**config.mk**
```make
export PLATFORM = sky130hd
export DESIGN_NAME = fp_result_encoder
export DESIGN_NICKNAME = d
export VERILOG_FILES = /design/src/rtl/fp_result_encoder.sv
export SDC_FILE = /design/constraint.sdc
export NUM_CORES = 1
export LEC_CHECK = 0
export ABC_CLOCK_PERIOD_IN_PS = 3000
export CORE_UTILIZATION = 38
export CTS_BUF_LIST = sky130_fd_sc_hd__clkbuf_4
export DETAILED_ROUTE_END_ITERATION = 8
export HOLD_SLACK_MARGIN = 0.03
export SYNTH_ARGS = -nofsm -noshare
export SYNTH_HDL_FRONTEND = slang
export SYNTH_SLANG_ARGS = --single-unit
export TNS_END_PERCENT = 30
```
**constraint.sdc**
```tcl
create_clock -name clk -period 3 [get_ports clk]
set_input_delay 0.6 -clock clk [delete_from_list [all_inputs] [get_ports clk]]
set_output_delay 0.6 -clock clk [all_outputs]
set_load 0.05 [all_outputs]
```
**src/rtl/fp_result_encoder.sv**
```systemverilog
`default_nettype none
// ============================================================================
// Module   : fp_result_encoder
// Purpose  : Packs unpacked FP result fields into single or half IEEE-754
//            words; half subnormals are denormalised one bit per cycle.
// Revision : 1.0  initial release
// ============================================================================
module fp_result_encoder (
   input  logic        clk,
   input  logic        rst,
   input  logic        in_valid,
   output logic        in_ready,
   input  logic        mode_fp,
   input  logic        result_sign,
   input  logic [7:0]  result_exp,
   input  logic [22:0] result_mant,
   input  logic        overflow,
   input  logic        underflow,
   input  logic        inexact,
   output logic        out_valid,
   input  logic        out_ready,
   output logic [31:0] out_word,
   output logic [2:0]  out_flags,
   output logic [2:0]  status_flags,
   input  logic        flags_clr
);

   typedef enum logic [2:0] {
      ST_IDLE  = 3'd0,
      ST_CALC  = 3'd1,
      ST_SHIFT = 3'd2,
      ST_ROUND = 3'd3,
      ST_OUT   = 3'd4
   } state_t;

   state_t      state_q, state_d;
   logic        mode_q, mode_d;
   logic        sign_q, sign_d;
   logic [7:0]  exp_q, exp_d;
   logic [22:0] mant_q, mant_d;
   logic [2:0]  fin_q, fin_d;
   logic [24:0] sh_q, sh_d;
   logic [4:0]  cnt_q, cnt_d;
   logic        sticky_q, sticky_d;
   logic [31:0] word_q, word_d;
   logic [2:0]  flags_q, flags_d;
   logic [2:0]  status_q, status_d;

   // Half normal: exponent rebias by 112 is done modulo 32, exact for 113..142
   logic [9:0]  w_nrm_frac;
   logic        w_nrm_g, w_nrm_s, w_nrm_up, w_nrm_inf;
   logic [10:0] w_nrm_frac_rnd;
   logic [4:0]  w_nrm_e5;
   logic [15:0] w_nrm_word;

   assign w_nrm_frac     = mant_q[22:13];
   assign w_nrm_g        = mant_q[12];
   assign w_nrm_s        = |mant_q[11:0];
   assign w_nrm_up       = w_nrm_g & (w_nrm_s | w_nrm_frac[0]);
   assign w_nrm_frac_rnd = {1'b0, w_nrm_frac} + {10'd0, w_nrm_up};
   assign w_nrm_e5       = exp_q[4:0] - 5'd16 + {4'd0, w_nrm_frac_rnd[10]};
   assign w_nrm_inf      = (w_nrm_e5 == 5'd31);
   assign w_nrm_word     = w_nrm_inf ? {sign_q, 5'h1F, 10'd0}
                                     : {sign_q, w_nrm_e5, w_nrm_frac_rnd[9:0]};

   logic [7:0]  w_sub_eeff, w_sub_dist;
   logic [4:0]  w_sub_cnt;
   logic        w_rnd_g, w_rnd_up, w_rnd_ix;
   logic [14:0] w_rnd_mag;
   logic        w_hs;

   assign w_sub_eeff = (exp_q == 8'd0) ? 8'd1 : exp_q;
   assign w_sub_dist = 8'd126 - w_sub_eeff;
   assign w_sub_cnt  = (w_sub_dist > 8'd26) ? 5'd26 : w_sub_dist[4:0];
   assign w_rnd_g    = sh_q[0];
   assign w_rnd_up   = w_rnd_g & (sticky_q | sh_q[1]);
   assign w_rnd_mag  = sh_q[15:1] + {14'd0, w_rnd_up};
   assign w_rnd_ix   = fin_q[0] | w_rnd_g | sticky_q;
   assign w_hs       = (state_q == ST_OUT) & out_ready;

   always_comb begin
      state_d  = state_q;
      mode_d   = mode_q;
      sign_d   = sign_q;
      exp_d    = exp_q;
      mant_d   = mant_q;
      fin_d    = fin_q;
      sh_d     = sh_q;
      cnt_d    = cnt_q;
      sticky_d = sticky_q;
      word_d   = word_q;
      flags_d  = flags_q;
      status_d = status_q;
      case (state_q)
         ST_IDLE: begin
            if (in_valid) begin
               mode_d  = mode_fp;
               sign_d  = result_sign;
               exp_d   = result_exp;
               mant_d  = result_mant;
               fin_d   = {overflow, underflow, inexact};
               state_d = ST_CALC;
            end
         end
         ST_CALC: begin
            state_d = ST_OUT;
            if (mode_q) begin
               word_d  = (fin_q[2] || exp_q == 8'hFF) ? {sign_q, 8'hFF, 23'd0}
                                                      : {sign_q, exp_q, mant_q};
               flags_d = fin_q;
            end else if (exp_q == 8'd0 && mant_q == 23'd0) begin
               word_d  = {16'd0, sign_q, 15'd0};
               flags_d = fin_q;
            end else if (exp_q >= 8'd143) begin
               word_d  = {16'd0, sign_q, 5'h1F, 10'd0};
               flags_d = {1'b1, fin_q[1], 1'b1};
            end else if (exp_q >= 8'd113) begin
               word_d  = {16'd0, w_nrm_word};
               flags_d = {fin_q[2] | w_nrm_inf, fin_q[1], fin_q[0] | w_nrm_g | w_nrm_s};
            end else begin
               sh_d     = {(exp_q != 8'd0), mant_q, 1'b0};
               cnt_d    = w_sub_cnt;
               sticky_d = 1'b0;
               state_d  = ST_SHIFT;
            end
         end
         ST_SHIFT: begin
            sticky_d = sticky_q | sh_q[0];
            sh_d     = {1'b0, sh_q[24:1]};
            cnt_d    = cnt_q - 5'd1;
            if (cnt_q == 5'd1) state_d = ST_ROUND;
         end
         ST_ROUND: begin
            // A rounding carry into bit 10 naturally forms the smallest normal
            word_d  = {16'd0, sign_q, w_rnd_mag};
            flags_d = {fin_q[2], fin_q[1] | w_rnd_ix, w_rnd_ix};
            state_d = ST_OUT;
         end
         ST_OUT: begin
            if (out_ready) state_d = ST_IDLE;
         end
         default: state_d = ST_IDLE;
      endcase
      if (w_hs) status_d = flags_clr ? flags_q : (status_q | flags_q);
      else if (flags_clr) status_d = 3'd0;
   end

   always_ff @(posedge clk) begin
      if (rst) begin
         state_q  <= ST_IDLE;
         mode_q   <= 1'b0;
         sign_q   <= 1'b0;
         exp_q    <= 8'd0;
         mant_q   <= 23'd0;
         fin_q    <= 3'd0;
         sh_q     <= 25'd0;
         cnt_q    <= 5'd0;
         sticky_q <= 1'b0;
         word_q   <= 32'd0;
         flags_q  <= 3'd0;
         status_q <= 3'd0;
      end else begin
         state_q  <= state_d;
         mode_q   <= mode_d;
         sign_q   <= sign_d;
         exp_q    <= exp_d;
         mant_q   <= mant_d;
         fin_q    <= fin_d;
         sh_q     <= sh_d;
         cnt_q    <= cnt_d;
         sticky_q <= sticky_d;
         word_q   <= word_d;
         flags_q  <= flags_d;
         status_q <= status_d;
      end
   end

   assign in_ready     = (state_q == ST_IDLE);
   assign out_valid    = (state_q == ST_OUT);
   assign out_word     = word_q;
   assign out_flags    = flags_q;
   assign status_flags = status_q;

endmodule
`default_nettype wire

```
-- After elaboration in Yosys (flattened, before gate mapping)
Index checks and enable logic that the tools add are counted.
- multiplexer cells: 40
- reduce and logical (&&, ||, !) cells: 14
- bitwise gates (word level): 13
- eq/ne operators: 15
- order comparisons: 3
- add/subtract/negate cells: 6
- operators by type and width (operator ; number):
    32-bit 2-to-1 mux ; 4
    25-bit 2-to-1 mux ; 4
    32-bit case mux with 2 select lines ; 1
    25-bit case mux with 2 select lines ; 1
    3-bit 2-to-1 mux ; 14
    31-bit 2-to-1 mux ; 1
    5-bit 2-to-1 mux ; 5
    23-bit zero test ; 1
    15-bit by 1-bit adder with 15-bit output ; 1
    15-bit 2-to-1 mux ; 1
    3-bit case mux with 5 select lines ; 1
    2-bit != test, second input constant ; 6
    12-bit OR reduction ; 1
    10-bit by 1-bit adder with 11-bit output ; 1
    5-bit case mux with 2 select lines ; 1
    1-bit bitwise OR ; 9
    8-bit equality test, second input constant ; 1
    8-bit by 7-bit greater-or-equal comparator with 1-bit output, second input constant ; 1
    8-bit greater-or-equal comparator, second input constant ; 1
    8-bit by 5-bit > comparator with 1-bit output, second input constant ; 1
    8-bit zero test ; 1
    8-bit 2-to-1 mux ; 1
    8-bit nonzero test ; 1
    7-bit by 8-bit subtractor with 8-bit output, first input constant ; 1
    22 further kinds ; 31
- bits in registers: 108
- logic and storage cells: 103
- input port bits: 41

-- Logic depth before layout (Yosys ltp)
Gate-level depths: netlist of run 1.
- depth in word-level cells: 12
- gate-level depth with buffers: 13
- depth with buffers taken out: 12

-- Worst setup path after synthesis of run 1
Ideal clock, no wire load.
- kind: register to register
- start point: register mant_q[13]
- end point: register word_q[7] (netlist: out_word[7])
- slack: -116 ps
- stages on the path, launching flop included: 14
- setup time: 131 ps
- required time: 2869 ps
- period minus slack after synthesis: 3116 ps
- arrival: 2985 ps
- cell sequence: dfxtp_1 > clkbuf_1 > and2_1 > ha_1 > nand4_1 > nor3_1 > ha_1 > ha_1 > nand2_1 > mux2_2 > o41ai_1 > nor3_1 > a221oi_1 > o41ai_1
- longest elaborated chain between the ends: 11
- RTL lines (element ; RTL line ; RTL):
    from (decl) ; 40 ; logic [22:0] mant_q, mant_d;
    from (signal assigned) ; 167 ; mant_q <= mant_d;
    1-bit bitwise OR ; 59 ; assign w_nrm_up = w_nrm_g & (w_nrm_s | w_nrm_frac[0]);
    1-bit AND ; 59 ;
    10-bit by 1-bit adder with 11-bit output ; 60 ; assign w_nrm_frac_rnd = {1'b0, w_nrm_frac} + {10'd0, w_nrm_up};
    5-bit by 1-bit adder with 5-bit output ; 61 ; assign w_nrm_e5 = exp_q[4:0] - 5'd16 + {4'd0, w_nrm_frac_rnd[10]};
    5-bit equality test ; 62 ; assign w_nrm_inf = (w_nrm_e5 == 5'd31);
    15-bit 2-to-1 mux ; 63 ; assign w_nrm_word = w_nrm_inf ? {sign_q, 5'h1F, 10'd0}
    32-bit 2-to-1 mux ; 117 ; end else if (exp_q >= 8'd113) begin
    32-bit 2-to-1 mux ; 114 ; end else if (exp_q >= 8'd143) begin
    32-bit 2-to-1 mux ; 111 ; end else if (exp_q == 8'd0 && mant_q == 23'd0) begin
    32-bit 2-to-1 mux ; 107 ; if (mode_q) begin
    32-bit case mux with 2 select lines ; 94 ; case (state_q)
    to (signal assigned) ; 172 ; word_q <= word_d;
    to (decl) ; 45 ; logic [31:0] word_q, word_d;
Parallel ways exist; a longest one is shown, timed or not. The select of a mux whose other input is x is not followed.
A chain may end at the register's enable or synchronous reset.

-- Final worst setup path of run 1
- start point: register state_q[1]
- end point: output out_valid
- longest elaborated chain between the ends: 1
- RTL lines (element ; RTL line ; RTL):
    from (decl) ; 36 ; state_t state_q, state_d;
    from (signal assigned) ; 163 ; state_q <= state_d;
    3-bit equality test ; 179 ; assign out_valid = (state_q == ST_OUT);
    to (decl) ; 20 ; output logic out_valid,
No other way between the ends.

==> impl_metrics.yaml, run 1 <==
placed_design:
  placed_area_mm2: 0.00666
  dpl_worst_slack_ns: -0.0233
  numPortBuffers: 80
  numPlacedInstances: 918
  place.gp.congestion: 0.857
  dp_hpwl_um: 11600
sta:
  hold_viol: 0
  rsz0062_at_grt: "no"
  period_share_pct: 95.7
  worst_pin_slew_ns: 0.615
  fin_crit_ns: 2.87
  hold_ws_ns: 0.463
  max-slew-margin-rel_pct: 59.0
  fin_setup_tns_ns: 0
  finClkSkew_ns: 0.0231
  fmax_mhz: 348
  setup_viol: 0
  finalMaxSlewViolations: 0
  fin_ws_ns: 0.128
floorplan:
  rows: 43
  die_w_um: 123
  initial_utilization_pct: 39.5
  core_mm2: 0.0141
  pin_count: 81
  fp.dieArea_mm2: 0.0151
  die_h_um: 123
synthesis:
  syn_nets: 725
  synth_area_leaders: "dfxtp_1 (39%), nand2_1 (6.9%), a21oi_1 (5.8%)"
  yosys.cell_types.count: 60
  synth-main-ff-cell: "dfxtp_1"
  yosysMostFrequentCell: "dfxtp_1"
  synth_top_area_share_pct: 38.8
  synth_area_mm2: 0.00557
  ys_warn_count: 0
  ys_ff_latch: 108
  synth_edf_count: 0
  netlist_instances: 676
  synth_common_cells: "dfxtp_1 (108), nand2_1 (102), nor2_1 (67), a21oi_1 (65), clkbuf_1 (42)"
  postSynth.asyncResetShare_pct: 0
  synth-seq-area-share_pct: 38.8
  yosys.area.top_type: "dfxtp_1"
  synth.avg_cell_area_um2: 8.24
outcome:
  status: "complete, no violations"
drt:
  via_per_inst: 5.47
  drc: 0
  wl_per_cell_um: 17.1
  vias: 5131
  routed_wl_um: 16000
  dr.pass1.iters: 7
  drtIter0Drc: 415
  ant_nets: 0
clock_tree:
  cts_sinks: 108
  cts_buffer_depth: 2
  numCtsBuffers: 9
  cts_hold_buf: 0
  clk_latency_ns: 0.51
  clk_pin_slew_ns: 0.15
  cts_tree: "yes"
  htreeDepth: 3
  cts_root_buffer: "clkbuf_4"
power:
  p_int_mw: 2.59
  power.leakage_nw: 2.37
  seq_power_share_pct: 43.6
  switching_share_pct: 39.1
  combPwrFrac_pct: 35.7
  switchingPower_mw: 1.66
  powerDensity_mw_per_mm2: 617
  clockPowerShare_pct: 20.6
  worst_ir_drop_vdd_mv: 0.276
setup_path:
  critical_path_class: "reg2out"
  startpoint: "state_q[1]$_SDFFE_PP0P_"
  reg2reg_setup_slack_ns: 0.13
  crit_fanout: 13
  cp.required_ns: 2.40
  cp.arrival_ns: 2.27
  start_kind: "register"
  r2r_start: "mant_q[13]$_SDFFE_PP0P_"
  endpoint_kind: "output port"
global_routing:
  antenna_found_initial: 1
  grt_pass1_wl_um: 25500
  grt_max_degree: 39
  grt_pass1_vias: 4885
  grtUsageTotal_pct: 21.9
  grt-ovfl-total: 0
final_layout:
  drive_above_1_share_pct: 12.4
  instances_no_fill: 938
  area_growth_syn_to_layout_pct: 23.8
  fillers: 1355
  finalNetCount: 801
  final_area_mm2: 0.00690
hold_path:
  hold_start: "out_word[28]$_SDFFE_PP0P_"
  min_path_type: "reg2reg"
job:
  drv_cap: 0
==> flip-flops by register name, summed over array words and instances (netlist names), 5 cells and up <==
name      flops
out_word     32
cnt_q         5
mant_q       23
exp_q         8
sh_q         25
==> what timing repair did <==
| action | 4_1_cts | 5_1_grt |
|---|---|---|
| endpoints found under the setup margin | 6 | 11 |
| resized for setup | 4 | 5 |
| setup buffers | 0 | 3 |
| hold endpoints to repair | 0 | 0 |
| pin swaps | 0 | 3 |
==> placed cells by master, fill, tap and decap left out, types with 7 or more instances in the layout <==
| master | netlist | routed |
|---|---|---|
| mux2i_1 | 27 | 27 |
| o21a_1 | 9 | 9 |
| a211oi_1 | 7 | 7 |
| nand3_1 | 17 | 17 |
| a221oi_1 | 11 | 9 |
| xnor2_1 | 16 | 16 |
| buf_4 | 1 | 40 |
| nand2b_1 | 10 | 10 |
| nor2_1 | 67 | 67 |
| nand2_1 | 102 | 102 |
| or3_1 | 10 | 10 |
| nor3_1 | 16 | 15 |
| a21oi_1 | 65 | 65 |
| nor2b_1 | 7 | 7 |
| and3_1 | 10 | 10 |
| clkbuf_4 | 0 | 9 |
| and2_1 | 7 | 7 |
| nor4_1 | 7 | 7 |
| a211oi_2 | 20 | 20 |
| clkdlybuf4s50_1 | 0 | 78 |
| inv_1 | 11 | 11 |
| xor2_1 | 10 | 10 |
| dfxtp_1 | 108 | 108 |
==> cell type report <==
| class | instances | area (um2) | area share, % |
|---|---|---|---|
| timing repair buffer | 119 | 1090 | 15.8 |
| antenna | 1 | 2.50 | 0.0363 |
| clock inverter | 7 | 106 | 1.54 |
| sequential | 108 | 2160 | 31.3 |
| clock buffer | 9 | 67.6 | 0.979 |
| multi-input combinational | 503 | 3210 | 46.5 |
| tap | 180 | 225 | 3.26 |
| inverter | 11 | 41.3 | 0.598 |
==> stage by stage <==
stage / utilization [%] / power, mW
after floorplan: - / 2.92
after global placement: 47.2 / 3.36
after detailed placement: 47.2 / 3.40
after CTS: 48.5 / 4.27
after global routing: 49.0 / 4.51
final: 49.0 / 4.26
==> critical path, stage by stage, from the launching register on <==
cell,delay (ns)
dfxtp_1,0.52
nor3b_1,0.39
clkdlybuf4s50_1,0.87
==> cells by family after synthesis <==
kind of cell,share of synthesized area (%)
AOI/OAI and AO/OA,21.7
xor gates and xnor gates,4.09
adders and majority gates,1.80
buffers and inverters,5.08
DFF,38.8
muxes,5.05
and+or+nand+nor,23.5
==> worst paths after layout <==
kind / to / cells past startpoint
setup / recovery: out_valid / 2
hold / removal: out_word[28]$_SDFFE_PP0P_ / 2
hold reg to reg: out_word[28]$_SDFFE_PP0P_ / 2
setup reg to reg: out_word[5]$_SDFFE_PP0P_ / 13
==> layer usage <==
layer  vias up  GRT usage (%)  wire length, um
met5         -              0                0
met2       151           36.7             7540
met4         0           5.65              228
met1      2416           28.6             7410
met3        14           4.70              853
li1       2550              -                -
==> power groups by stage <==
stage	clock, mW	combinational, mW	sequential [mW]
2_1_floorplan	0	1.01	1.91
3_3_place_gp	0	1.49	1.88
3_5_place_dp	0	1.51	1.89
4_1_cts	0.898	1.52	1.85
5_1_grt	0.948	1.67	1.89
6_report	0.879	1.52	1.86
No activity file was read; power rests on OpenSTA's default activity.
==> run 2: changes to the inputs <==
--- a/config.mk
+++ b/config.mk
@@ -5,7 +5,7 @@
 export SDC_FILE = /design/constraint.sdc
 export NUM_CORES = 1
 export LEC_CHECK = 0
-export ABC_CLOCK_PERIOD_IN_PS = 3000
+export ABC_CLOCK_PERIOD_IN_PS = 3520
 export CORE_UTILIZATION = 38
 export CTS_BUF_LIST = sky130_fd_sc_hd__clkbuf_4
 export DETAILED_ROUTE_END_ITERATION = 8
==> constraint.sdc (replaced) <==
create_clock -name clk -period 3.52 [get_ports clk]
set_input_delay 0.704 -clock clk [delete_from_list [all_inputs] [get_ports clk]]
set_output_delay 0.704 -clock clk [all_outputs]
set_load 0.05 [all_outputs]
==> run 2 against run 1 <==
Effect of this change: clock power is 4.8% higher; final area is 2.1% lower; sequential share of layout area is 0.67 points higher; core utilization is 1.0 points lower; first-iteration DRC count is 18% lower; count of clock-buffer cells in the layout stayed put; sequential power is 14% lower; critical path depth is 11 higher; total power is 12% lower; register-to-register slack better by 0.19 ns; largest power group unchanged.
==> impl_metrics.yaml, run 2 (synthesized netlist as in run 1, its figures left out) <==
outcome:
  status: "complete, no violations"
sta:
  fmax_mhz: 313
  period_share_pct: 90.8
  worst_pin_slew_ns: 1.23
  fin_ws_ns: 0.322
  fin_setup_tns_ns: 0
  hold_viol: 0
  rsz0062_at_grt: "no"
  fin_crit_ns: 3.20
  finalMaxSlewViolations: 0
  max-slew-margin-rel_pct: 18.1
  setup_viol: 0
  finClkSkew_ns: 0.0182
global_routing:
  grtUsageTotal_pct: 21.7
  grt-ovfl-total: 0
  grt_max_degree: 68
  antenna_found_initial: 0
  grt_pass1_vias: 4756
  grt_pass1_wl_um: 24900
clock_tree:
  cts_sinks: 108
  clk_latency_ns: 0.50
  cts_buffer_depth: 2
  cts_tree: "yes"
  htreeDepth: 3
  clk_pin_slew_ns: 0.16
  cts_root_buffer: "clkbuf_4"
  numCtsBuffers: 9
final_layout:
  finalNetCount: 780
  diodes: 0
  mostFrequentLayoutCells: "dfxtp_1 (108), nand2_1 (102), clkdlybuf4s50_1 (79)"
  fillers: 1370
  final_common_cell: "dfxtp_1"
  largest_reg_flops: 32
  area_growth_syn_to_layout_pct: 21.3
  drive_above_1_share_pct: 9.24
setup_path:
  critical_path_class: "reg2reg"
  cp.arrival_ns: 3.56
  cp.required_ns: 3.88
  start_kind: "register"
  cp_slowest_cell: "dfxtp_1"
  crit_fanout: 7
  critical_path.cell_chain: "and2_1, ha_1, nand4_1, nor3_1, ha_1, ha_1, nand2_1, mux2_2, o41ai_2, buf_4, nor3_1, a221oi_1, a211oi_1"
  max_stage_delay_ns: 0.50
  crit_top_cell: "ha_1"
  endpoint_kind: "register"
drt:
  wl_per_cell_um: 17.2
  drtIter0Drc: 340
  via_per_inst: 5.51
  routed_wl_um: 15700
  dr.pass1.iters: 5
  vias: 5048
  drc: 0
  ant_nets: 0
floorplan:
  core_mm2: 0.0141
  die_w_um: 123
  rows: 43
  initial_utilization_pct: 39.5
  die_h_um: 123
  fp.dieArea_mm2: 0.0151
  pin_count: 81
job:
  drv_cap: 0
placed_design:
  numPortBuffers: 80
  dp_hpwl_um: 11200
  place.gp.congestion: 0.899
  dpl_worst_slack_ns: 0.0715
hold_path:
  min_path_type: "reg2reg"
power:
  totalPowerFinal_mw: 3.76
  worst_ir_drop_vdd_mv: 0.310
  power.leakage_nw: 2.29
  powerDensity_mw_per_mm2: 557
==> run 2: changes by cell type in the layout (fill, tap and decap cells not counted), sizes merged, moves of 2 or more <==
cell and change:
inv -2, buf -21, bufinv +3, clkinv -2
==> run 2: critical path, delay by kind of cell (launching register included) <==
family	cells	cell delay, ns
compound gates	3	0.70
fa+ha+maj	3	0.71
buf+inv	1	0.19
flops	1	0.50
mux	1	0.28
simple gates	5	0.69
==> run 2: where the power goes <==
group          internal (mW)  total [mW]  switching [mW]
logic                  0.482        1.24           0.753
registers               1.40        1.60           0.209
clock network          0.500       0.921           0.421
total                   2.38        3.76            1.38
==> run 2: final cells by class <==
type / count / area, um2 / share of cell area [%]
multi-input cells: 503 / 3160 / 46.8
flip-flops and latches: 108 / 2160 / 32.0
repair buffers: 98 / 933 / 13.8
well taps: 180 / 225 / 3.33
clock inverters: 7 / 163 / 2.41
clock buffers: 9 / 67.6 / 1.00
inverters: 11 / 41.3 / 0.611
==> run 2: repair_timing <==
item	CTS	global route
setup endpoints to repair	0	8
resized for setup	0	2
hold buffers	0	0
setup buffers	0	0
==> run 2: final timing paths <==
kind | start | to | slack, ns | cells after the start
worst min register to register | out_word[24]$_SDFFE_PP0P_ | out_word[24]$_SDFFE_PP0P_ | 0.46 | 2
worst max-delay path | mant_q[12]$_SDFFE_PP0P_ | out_word[8]$_SDFFE_PP0P_ | 0.32 | 13
worst min-delay path | out_word[24]$_SDFFE_PP0P_ | out_word[24]$_SDFFE_PP0P_ | 0.46 | 2
worst max register to register | mant_q[12]$_SDFFE_PP0P_ | out_word[8]$_SDFFE_PP0P_ | 0.32 | 13
==> run 2: layer usage <==
metal  part of all wire, %  GRT usage [%]  vias up
li1                      -              -     2494
met1                    47           28.6     2410
met2                    46           35.9      127
met3                   4.7           4.43       17
met4                   1.7           6.33        0
met5                     0              0        -
==> run 2: stage by stage <==
step	cell area (um2)	hold WS [ns]	utilization [%]	instances
5_1_grt	6760	0.481	47.9	916
6_report	6760	0.462	47.9	916
4_1_cts	6740	0.464	47.8	916
3_3_place_gp	6510	0.440	46.2	900
2_1_floorplan	5570	0.437	-	676
3_5_place_dp	6510	0.445	46.2	900
==> variant, RTL diff (flow settings as in run 2) <==
Register the input `mode_fp` before use, with the module's reset. The logic sees it one clock later. The other inputs are not delayed to match.
--- a/src/rtl/fp_result_encoder.sv
+++ b/src/rtl/fp_result_encoder.sv
@@ -32,6 +32,16 @@
       ST_ROUND = 3'd3,
       ST_OUT   = 3'd4
    } state_t;
+
+   logic mode_fp_q;
+
+   always_ff @(posedge clk) begin
+      if (rst) begin
+         mode_fp_q <= '0;
+      end else begin
+         mode_fp_q <= mode_fp;
+      end
+   end
 
    state_t      state_q, state_d;
    logic        mode_q, mode_d;
@@ -94,7 +104,7 @@
       case (state_q)
          ST_IDLE: begin
             if (in_valid) begin
-               mode_d  = mode_fp;
+               mode_d  = mode_fp_q;
                sign_d  = result_sign;
                exp_d   = result_exp;
                mant_d  = result_mant;
Function: changed (a bounded check fails within 4 cycles, from zero or initial values and one cycle with rst high).
==> variant against run 2 <==
Via count up 3.4%. Sequential share of layout area rose by 0.48 points. Worst setup slack worse by 0.017 ns. Final area decreased by 0.56%. Maximum frequency shrank 0.54%. Clock skew is 0.0029 ns lower. Area after synthesis is essentially flat. Sequential cell count increased by 1. Routed wire length grew 2.2%. Power fell by 24%. Largest power group unchanged.
==> variant: results (changes against run 2) <==
[metrics] outcome: finished, final reports clean (unchanged)
[metrics] critical path's top delay family: simple AND/OR/NAND/NOR gates (was adder cells)
[metrics] share of the synthesized area in compound gates (AO/OA/AOI/OAI): 0.218 (was 0.217)
[metrics] routed wl met3: 894 um (was 738 um)
[metrics] path depth of the worst reg2reg path: 14 (was 13)
[metrics] largest stage delay on the critical path: 0.36 ns (was 0.50 ns)
[metrics] area share of fa/ha/maj cells after synthesis: 0.0180 (about the same)
[metrics] skew final: 0.0153 ns (was 0.0182 ns)
[metrics] Critical R2R Launch: mant_q[13] (was mant_q[12])
[metrics] number of nets in the layout: 808 (was 780)
[metrics] weighted congestion at the end of routability-driven global placement: 0.895 (was 0.899)
[metrics] worst reg-to-reg setup slack: 0.30 ns (was 0.32 ns)
[metrics] GR Util met1: 0.287 (was 0.286)
[metrics] Arrival @ worst endpoint: 3.58 ns (was 3.56 ns)
[metrics] number of multi-input logic gates: 523 (was 503)
[metrics] fraction of area in clock buffers and inverters: 0.0192 (was 0.0341)
[metrics] fraction of synthesized cell area in xor and xnor cells: 0.0393 (was 0.0409)
[metrics] routing usage on met2: 0.360 (was 0.359)
[metrics] aggregate global-route resource usage: 0.221 (was 0.217)
[metrics] critical hold path startpoint: out_word[17] (was out_word[24])
[metrics] crit-path max FO: 9 (was 7)
[metrics] clk_buf instances: 10 (was 9)
[metrics] number of distinct library cells after synthesis: 57 (was 60)
[metrics] worst hold path endpoint: out_word[17] (was out_word[24])
[metrics] total number of vias: 5,219 (was 5,048)
[metrics] average routed wire per standard cell: 17.0 um (was 17.2 um)
[metrics] sequential share of cell area: 0.325 (was 0.320)
[metrics] static power due to leakage: 2.28 nW (was 2.29 nW)
[metrics] portion of netlist area occupied by mux cells: 0.0202 (was 0.0505)
[metrics] DP Cell Count: 928 (was 900)
[metrics] post-detailed-routing wire length: 16,100 um (was 15,700 um)
[metrics] Global Route met3 Usage: 0.0544 (was 0.0443)
[variant: cell types whose count changed in the layout (fill, tap and decap cells not counted), sizes merged, moves of 7 or more]
cell,run 2,this run
a211oi,27,9
a311oi,6,25
and2,11,4
buf,19,27
mux2i,27,9
nand2,102,145
nand2b,10,2
nand3b,2,9
nor2,67,91
or3,11,2
[variant: where the power goes]
| part | switching, W | total [W] | leakage [nW] | internal, W |
|---|---|---|---|---|
| logic | 0.000459 | 0.000768 | 1.32 | 0.000309 |
| registers | 0.000128 | 0.00147 | 0.889 | 0.00134 |
| clock network | 0.000409 | 0.000626 | 0.0689 | 0.000217 |
[variant: metrics by stage]
stage	worst slack, ns	hold slack [ns]
after floorplan	0.469	0.417
after global placement	0.0638	0.442
after detailed placement	-0.197	0.446
after CTS	0.183	0.464
after global routing	0.0277	0.478
final	0.305	0.460
